**config.mk**
```make
export PLATFORM = sky130hd
export DESIGN_NAME = inst_fifo
export DESIGN_NICKNAME = d
export VERILOG_FILES = /design/src/rtl/inst_fifo.sv
export SDC_FILE = /design/constraint.sdc
export NUM_CORES = 2
export LEC_CHECK = 0
export ABC_CLOCK_PERIOD_IN_PS = 6600
export BUFFER_PORTS_ARGS = -buffer_cell sky130_fd_sc_hd__buf_2
export CAP_MARGIN = 10
export CORE_ASPECT_RATIO = 0.8
export CORE_MARGIN = 2
export CORE_UTILIZATION = 40
export DETAILED_ROUTE_END_ITERATION = 8
export HOLD_SLACK_MARGIN = 0.05
export PLACE_DENSITY = 0.56
export SYNTH_ARGS = -nofsm -noshare
export SYNTH_HDL_FRONTEND = slang
export SYNTH_SLANG_ARGS = --single-unit
```
**constraint.sdc**
```tcl
create_clock -name clk -period 6.6 [get_ports clk]
set_input_delay 1.65 -clock clk [delete_from_list [all_inputs] [get_ports clk]]
set_output_delay 1.65 -clock clk [all_outputs]
set_load 0.01 [all_outputs]
```
**src/rtl/inst_fifo.sv**
```systemverilog
// Dual-push / dual-pop instruction queue between fetch and dual-issue decode.
// The two oldest entries are read combinationally. Full is asserted with one free slot left so that a pair push never overflows.
module inst_fifo #(
    parameter int DEPTH     = 16,
    parameter int PTR_WIDTH = 4
) (
    input  logic        clk,
    input  logic        rst,
    input  logic        flush,
    input  logic        inst_data_ok1,
    input  logic        inst_data_ok2,
    input  logic [31:0] inst_rdata1,
    input  logic [31:0] inst_rdata2,
    input  logic [31:0] pcF,
    input  logic        read_en1,
    input  logic        read_en2,
    output logic [31:0] read_data1,
    output logic [31:0] read_data2,
    output logic [31:0] read_addr1,
    output logic [31:0] read_addr2,
    output logic        empty,
    output logic        almost_empty,
    output logic        full
);

    localparam logic [PTR_WIDTH:0]   FULL_LVL = (PTR_WIDTH + 1)'(DEPTH - 1);
    localparam logic [PTR_WIDTH-1:0] PTR_ONE  = {{(PTR_WIDTH-1){1'b0}}, 1'b1};

    logic [31:0]          inst_q [DEPTH];
    logic [31:0]          pc_q   [DEPTH];
    logic [PTR_WIDTH-1:0] wr_ptr_q, wr_ptr_d;
    logic [PTR_WIDTH-1:0] rd_ptr_q, rd_ptr_d;
    logic [PTR_WIDTH:0]   count_q,  count_d;
    logic [PTR_WIDTH-1:0] wr_ptr_p1, rd_ptr_p1;
    logic [1:0]           push_n, pop_n;

    assign wr_ptr_p1 = wr_ptr_q + PTR_ONE;
    assign rd_ptr_p1 = rd_ptr_q + PTR_ONE;

    assign read_data1   = inst_q[rd_ptr_q];
    assign read_addr1   = pc_q[rd_ptr_q];
    assign read_data2   = inst_q[rd_ptr_p1];
    assign read_addr2   = pc_q[rd_ptr_p1];
    assign empty        = (count_q == {(PTR_WIDTH+1){1'b0}});
    assign almost_empty = (count_q == {{PTR_WIDTH{1'b0}}, 1'b1});
    assign full         = (count_q >= FULL_LVL);

    // Push/pop amounts; pops never exceed the number of entries held
    always_comb begin
        push_n = 2'd0;
        pop_n  = 2'd0;
        if (flush || full) begin
            push_n = 2'd0;
        end else if (inst_data_ok1 && inst_data_ok2) begin
            push_n = 2'd2;
        end else if (inst_data_ok1) begin
            push_n = 2'd1;
        end else begin
            push_n = 2'd0;
        end
        if (flush || !read_en1 || empty) begin
            pop_n = 2'd0;
        end else if (read_en2 && !almost_empty) begin
            pop_n = 2'd2;
        end else begin
            pop_n = 2'd1;
        end
    end

    // Next-state pointers and occupancy; flush returns everything to origin
    always_comb begin
        wr_ptr_d = wr_ptr_q;
        rd_ptr_d = rd_ptr_q;
        count_d  = count_q;
        if (flush) begin
            wr_ptr_d = {PTR_WIDTH{1'b0}};
            rd_ptr_d = {PTR_WIDTH{1'b0}};
            count_d  = {(PTR_WIDTH+1){1'b0}};
        end else begin
            wr_ptr_d = wr_ptr_q + {{(PTR_WIDTH-2){1'b0}}, push_n};
            rd_ptr_d = rd_ptr_q + {{(PTR_WIDTH-2){1'b0}}, pop_n};
            count_d  = count_q + {{(PTR_WIDTH-1){1'b0}}, push_n}
                               - {{(PTR_WIDTH-1){1'b0}}, pop_n};
        end
    end

    // Pointer and occupancy registers
    always_ff @(posedge clk) begin
        if (rst) begin
            wr_ptr_q <= {PTR_WIDTH{1'b0}};
            rd_ptr_q <= {PTR_WIDTH{1'b0}};
            count_q  <= {(PTR_WIDTH+1){1'b0}};
        end else begin
            wr_ptr_q <= wr_ptr_d;
            rd_ptr_q <= rd_ptr_d;
            count_q  <= count_d;
        end
    end

    // Entry storage; second slot carries pcF+4 at the wrapped index
    always_ff @(posedge clk) begin
        if (rst) begin
            for (int i = 0; i < DEPTH; i++) begin
                inst_q[i] <= 32'd0;
                pc_q[i]   <= 32'd0;
            end
        end else if (push_n != 2'd0) begin
            inst_q[wr_ptr_q] <= inst_rdata1;
            pc_q[wr_ptr_q]   <= pcF;
            if (push_n == 2'd2) begin
                inst_q[wr_ptr_p1] <= inst_rdata2;
                pc_q[wr_ptr_p1]   <= pcF + 32'd4;
            end else begin
                inst_q[wr_ptr_p1] <= inst_q[wr_ptr_p1];
                pc_q[wr_ptr_p1]   <= pc_q[wr_ptr_p1];
            end
        end else begin
            inst_q[wr_ptr_q] <= inst_q[wr_ptr_q];
            pc_q[wr_ptr_q]   <= pc_q[wr_ptr_q];
        end
    end

endmodule

```
Word-level counts from Yosys, hierarchy flattened
Memories as Yosys holds them, arrays and structs flattened. A register that Yosys moved wholly into a read port is not among the register bits.
Index checks and enable logic that the tools add are counted.
W data, S select, Z words.
{"block": "op_classes", "addsub": 7, "mul": 0, "n_div": 0, "magnitude_cmp": 1, "n_eq_ne": 4, "shift": 0, "muxes": 39, "bitwise_logic": 4, "reduce_logical": 16}
{"cell": "$mux W32", "n": 8}
{"cell": "$reduce_or A32 Y1", "n": 4}
{"cell": "$add A32 B3 Y32 const B", "n": 1}
{"cell": "$mux W4", "n": 6}
{"cell": "$mux W1", "n": 21}
{"cell": "$add A4 B1 Y4 const B", "n": 2}
{"cell": "$add A4 B2 Y4", "n": 2}
{"cell": "$mux W2", "n": 4}
{"cell": "$add A5 B2 Y5", "n": 1}
{"cell": "$eq A5 B1 Y1 const B", "n": 1}
{"cell": "$ge A5 B4 Y1 const B", "n": 1}
{"cell": "$logic_not A5 Y1", "n": 1}
{"cell": "$sub A5 B2 Y5", "n": 1}
{"cell": "$or A1 B1 Y1", "n": 4}
{"cell": "$reduce_and A2 Y1", "n": 2}
{"cell": "$logic_or A1 B1 Y1", "n": 3}
{"cell": "$eq A2 B2 Y1 const B", "n": 1}
{"cell": "$logic_and A1 B1 Y1", "n": 2}
{"cell": "$logic_not A1 Y1", "n": 2}
{"cell": "$ne A0 B0 Y1", "n": 2}
{"cell": "$reduce_bool A2 Y1", "n": 1}
{"cell": "$reduce_or A2 Y1", "n": 1}
{"block": "totals", "regBits": 13, "latch_bits": 0, "mem_bits_rw": 1024, "romBits": 0, "inputBits": 103, "output_inout_bits": 131, "n_memories": 2}
{"memory": "inst_q", "words": 16, "word_bits": 32, "rd": 2, "rd_clocked_by_memory_dff": 1, "wr": 16, "line": "29", "text": "logic [31:0] inst_q [DEPTH];"}
{"memory": "pc_q", "words": 16, "word_bits": 32, "rd": 2, "rd_clocked_by_memory_dff": 1, "wr": 16, "line": "30", "text": "logic [31:0] pc_q [DEPTH];"}

Logic depth before layout (Yosys ltp)
{"block": "depth", "word_depth": 12, "depth_mapped": 18, "ltp_nobuf": 16}

Least setup slack after synthesis
OpenSTA, ideal clock, no wires.
{"block": "synth_path", "kind": "input-to-reg", "from": "input port flush", "to": "memory inst_q[7][0] (enable)", "setup_ps": 424, "arrival_time_ps": 4443, "path_slack_ps": 1733, "path_stages": 6, "path_buffers": 2, "path_cell_list": "buf_2 -> nor4b_4 -> o211ai_1 -> buf_2 -> nor2_1 -> or3_1"}
{"element": "start, declared", "line": "9", "text": "input logic flush,"}
{"element": "end, declared", "line": "29"}

Final worst setup path
{"block": "layout_path", "from": "register rd_ptr_q[1]", "to": "output port read_addr2[30]"}
{"block": "layout_via", "elab_chain_len": 2}
{"element": "start, declared", "line": "32", "text": "logic [PTR_WIDTH-1:0] rd_ptr_q, rd_ptr_d;"}
{"element": "start signal, assigned", "line": "91", "text": "rd_ptr_q <= {PTR_WIDTH{1'b0}};"}
{"element": "start signal, assigned", "line": "95", "text": "rd_ptr_q <= rd_ptr_d;"}
{"element": "$add A4 B1 Y4", "line": "38", "text": "assign rd_ptr_p1 = rd_ptr_q + PTR_ONE;"}
{"element": "$mem_v2 Z16 W32"}
{"element": "end, declared", "line": "20", "text": "output logic [31:0] read_addr2,"}
Every way passes these cells.

==> reports/qor.yml <==
status:
  status: "finished clean"
floorplanning:
  start_util: 0.403
  die_w_um: 443
  core_region_area_um2: 153000
  rows: 128
  fp.dieArea_um2: 157000
  io_pins: 234
  die_y_um: 355
synthesis:
  synthDistinctLibCells: 59
  avgSynthCellArea_um2: 13.3
  netlist_area_um2: 61600
  synth_top_cell_by_area: "edfxtp_1"
  synth_warnings: 0
  synth.most_common_cell: "edfxtp_1"
  postSynthNetCount: 4756
  async_flop_share: 0
  synth_edf_count: 1024
  synth_flop_cell: "edfxtp_1"
  yosysSeqAreaShare: 0.504
  synth.area.top_cells: "edfxtp_1 (50%), mux4_2 (21%), a22o_1 (7.5%), o21ai_0 (3.1%), clkbuf_1 (2.5%)"
  synth_top_area_frac: 0.499
  ys_ff_latch: 1037
  netlist_instances: 4635
  synth.top_cells.by_count: "edfxtp_1 (1024), mux4_2 (576), a22o_1 (528)"
sta:
  worst_pin_slew_ns: 1.34
  slew_headroom: 0.103
  rsz0062_at_grt: "false"
  setup_violations: 0
  maxSlewViolCount: 0
  min_period_ns: 5.61
  fin_skew_ns: 0.0349
  hold_viol: 0
  min_period_over_period: 0.850
  fmaxAchievable_mhz: 178
  finalSetupTns_ns: 0
power:
  p_leak_nw: 22.1
  peakVddDrop_v: 0.000231
  power_density_nw_per_um2: 247
cts:
  htreeDepth: 3
  cts_root_buf: "clkbuf_16"
  ctsHoldBuffers: 0
  cts_tree: "done"
  clk-insertion-delay-late_ns: 0.78
  clk_pin_slew_worst_paths_ns: 0.06
  cts.path.max_buffers: 3
  cts_buffers: 117
  cts_resized: 0
  clock_sinks: 1037
  post-cts-setup-buffers: 0
finish:
  fin_area_um2: 68200
  fin_nets: 4559
  drive_gt1_frac: 0.270
  area_growth_pct: 10.8
min_path:
  min_path_type: "reg2reg"
  min_path_cells: 2
detailed_routing:
  drt_wl_total_um: 250000
  dr.pass1.iters: 7
  route.antenna.remaining_nets: 0
  num_vias: 46900
  drc: 0
  drt_iter0_markers: 7913
  via_per_inst: 7.14
  wl_per_cell_um: 38.1
worst_setup_path:
  slowest_delay_ns: 0.84
  arrival_ns: 3.96
  critPathBufInv: 2
  path_class: "reg2out"
  crit_path_max_fanout: 23
  slowest_stage: "xnor2_4"
  cp.depth: 5
  crit_chain: "ha_4, xnor2_4, buf_4, mux4_2, buf_2"
  endpoint_kind: "primary output"
  cp_top_family: "buffers and inverters"
  worstRegToRegCells: 17
  required_ns: 4.95
  startpoint_type: "flop"
placed_design:
  io_buffer_count: 233
  place_area_um2: 64500
  hpwl_um: 137000
  place_congestion: 0.888
grt:
  grt_overflow: 0
  grt_pass1_wl_um: 348000
  first_global_vias: 44300
  grt_max_degree: 117
  gr-usage-all-layers: 0.311
  antenna_found_initial: 23
run:
  drv_cap: 0
layout make-up:
| class | count | area (µm²) |
|---|---|---|
| Fill cell | 13500 | 84400 |
| Sequential cell | 1037 | 31000 |
| Multi-Input combinational cell | 2895 | 28400 |
| Clock buffer | 147 | 3100 |
| Tap cell | 2015 | 2520 |
| Timing Repair Buffer | 364 | 2420 |
| Clock inverter | 71 | 606 |
| Inverter | 23 | 88.8 |
| Antenna cell | 8 | 20.0 |
flip-flops by register name, indices dropped and copies added (netlist names):
| signal | flops |
|---|---|
| count_q | 5 |
| wr_ptr_q | 4 |
| rd_ptr_q | 4 |
| pc_q | 512 |
| inst_q | 512 |
cell usage in the layout (no fill, tap or decap), drive strengths merged, types with 7 or more instances in the layout:
| cell | count |
|---|---|
| nor2 | 128 |
| nor2b | 16 |
| inv | 27 |
| or3 | 47 |
| dfxtp | 13 |
| a211oi | 64 |
| xnor2 | 7 |
| or2 | 19 |
| nor3 | 29 |
| edfxtp | 1024 |
| nand3 | 46 |
| a21oi | 231 |
| a21boi | 32 |
| a22o | 528 |
| and2 | 62 |
| a31oi | 116 |
| nand4 | 10 |
| diode | 8 |
| nor4 | 7 |
| a32oi | 13 |
| bufinv | 10 |
| a21o | 17 |
| mux4 | 576 |
| o31ai | 81 |
| xor2 | 12 |
| o2bb2ai | 16 |
| clkbuf | 147 |
| and3 | 8 |
| mux2i | 52 |
| clkinv | 56 |
| o2111ai | 16 |
| buf | 364 |
| nand2 | 337 |
| ha | 14 |
| o21ai | 387 |
kinds of logic after synthesis:
group / count (synthesis) / synth area share
buffers and inverters: 703 / 0.0457
DFF: 1037 / 0.504
xor gates and xnor gates: 19 / 0.00282
muxes: 628 / 0.219
AOI/OAI and AO/OA: 1506 / 0.168
and+or+nand+nor: 724 / 0.0568
adders and majority gates: 18 / 0.00414
stage by stage:
stage          std cells  setup slack, ns   util  total power, mW  hold slack [ns]
2_1_floorplan       4635             1.73      -             9.47            0.549
3_3_place_gp        6333             1.30  0.423             10.4            0.635
3_5_place_dp        6333             1.27  0.423             10.4            0.657
4_1_cts             6551            0.961  0.447             16.8            0.681
5_1_grt             6557            0.917  0.447             17.2            0.704
6_report            6560            0.987  0.447             16.8            0.681
power breakdown:
group | internal [mW] | switching (mW)
clock network | 3.69 | 2.85
logic | 1.09 | 1.48
registers | 7.53 | 0.180
total | 12.3 | 4.52
worst register-to-register path, stage by stage (launching register included):
cell,delay [ns]
dfxtp_1,0.44
inv_1,0.14
ha_1,0.24
a21oi_4,0.14
buf_4,0.44
nor2_1,0.10
nor2_1,0.34
inv_1,0.42
or4b_2,0.84
ha_1,0.33
inv_1,0.05
ha_1,0.21
fa_1,0.47
a21oi_1,0.18
nor2_1,0.06
nor2_1,0.11
xor2_1,0.16
nor2_1,0.05
metal layers:
layer / vias to the layer above / wire [µm] / global-route usage
met4: 12 / 12000 / 0.132
met1: 24100 / 95100 / 0.433
met2: 3723 / 110000 / 0.463
li1: 18400 / - / -
met5: - / 76 / 0
met3: 631 / 32800 / 0.0776
path summary, 6_finish.rpt:
path	startpoint	slack, ns	to
setup / recovery	rd_ptr_q[1]	0.99	read_addr2[30]
hold / removal	count_q[0]	0.68	count_q[0]
setup reg to reg	count_q[4]	1.77	count_q[4]
hold reg to reg	count_q[0]	0.68	count_q[0]
Power figures use the tool's default switching activity.
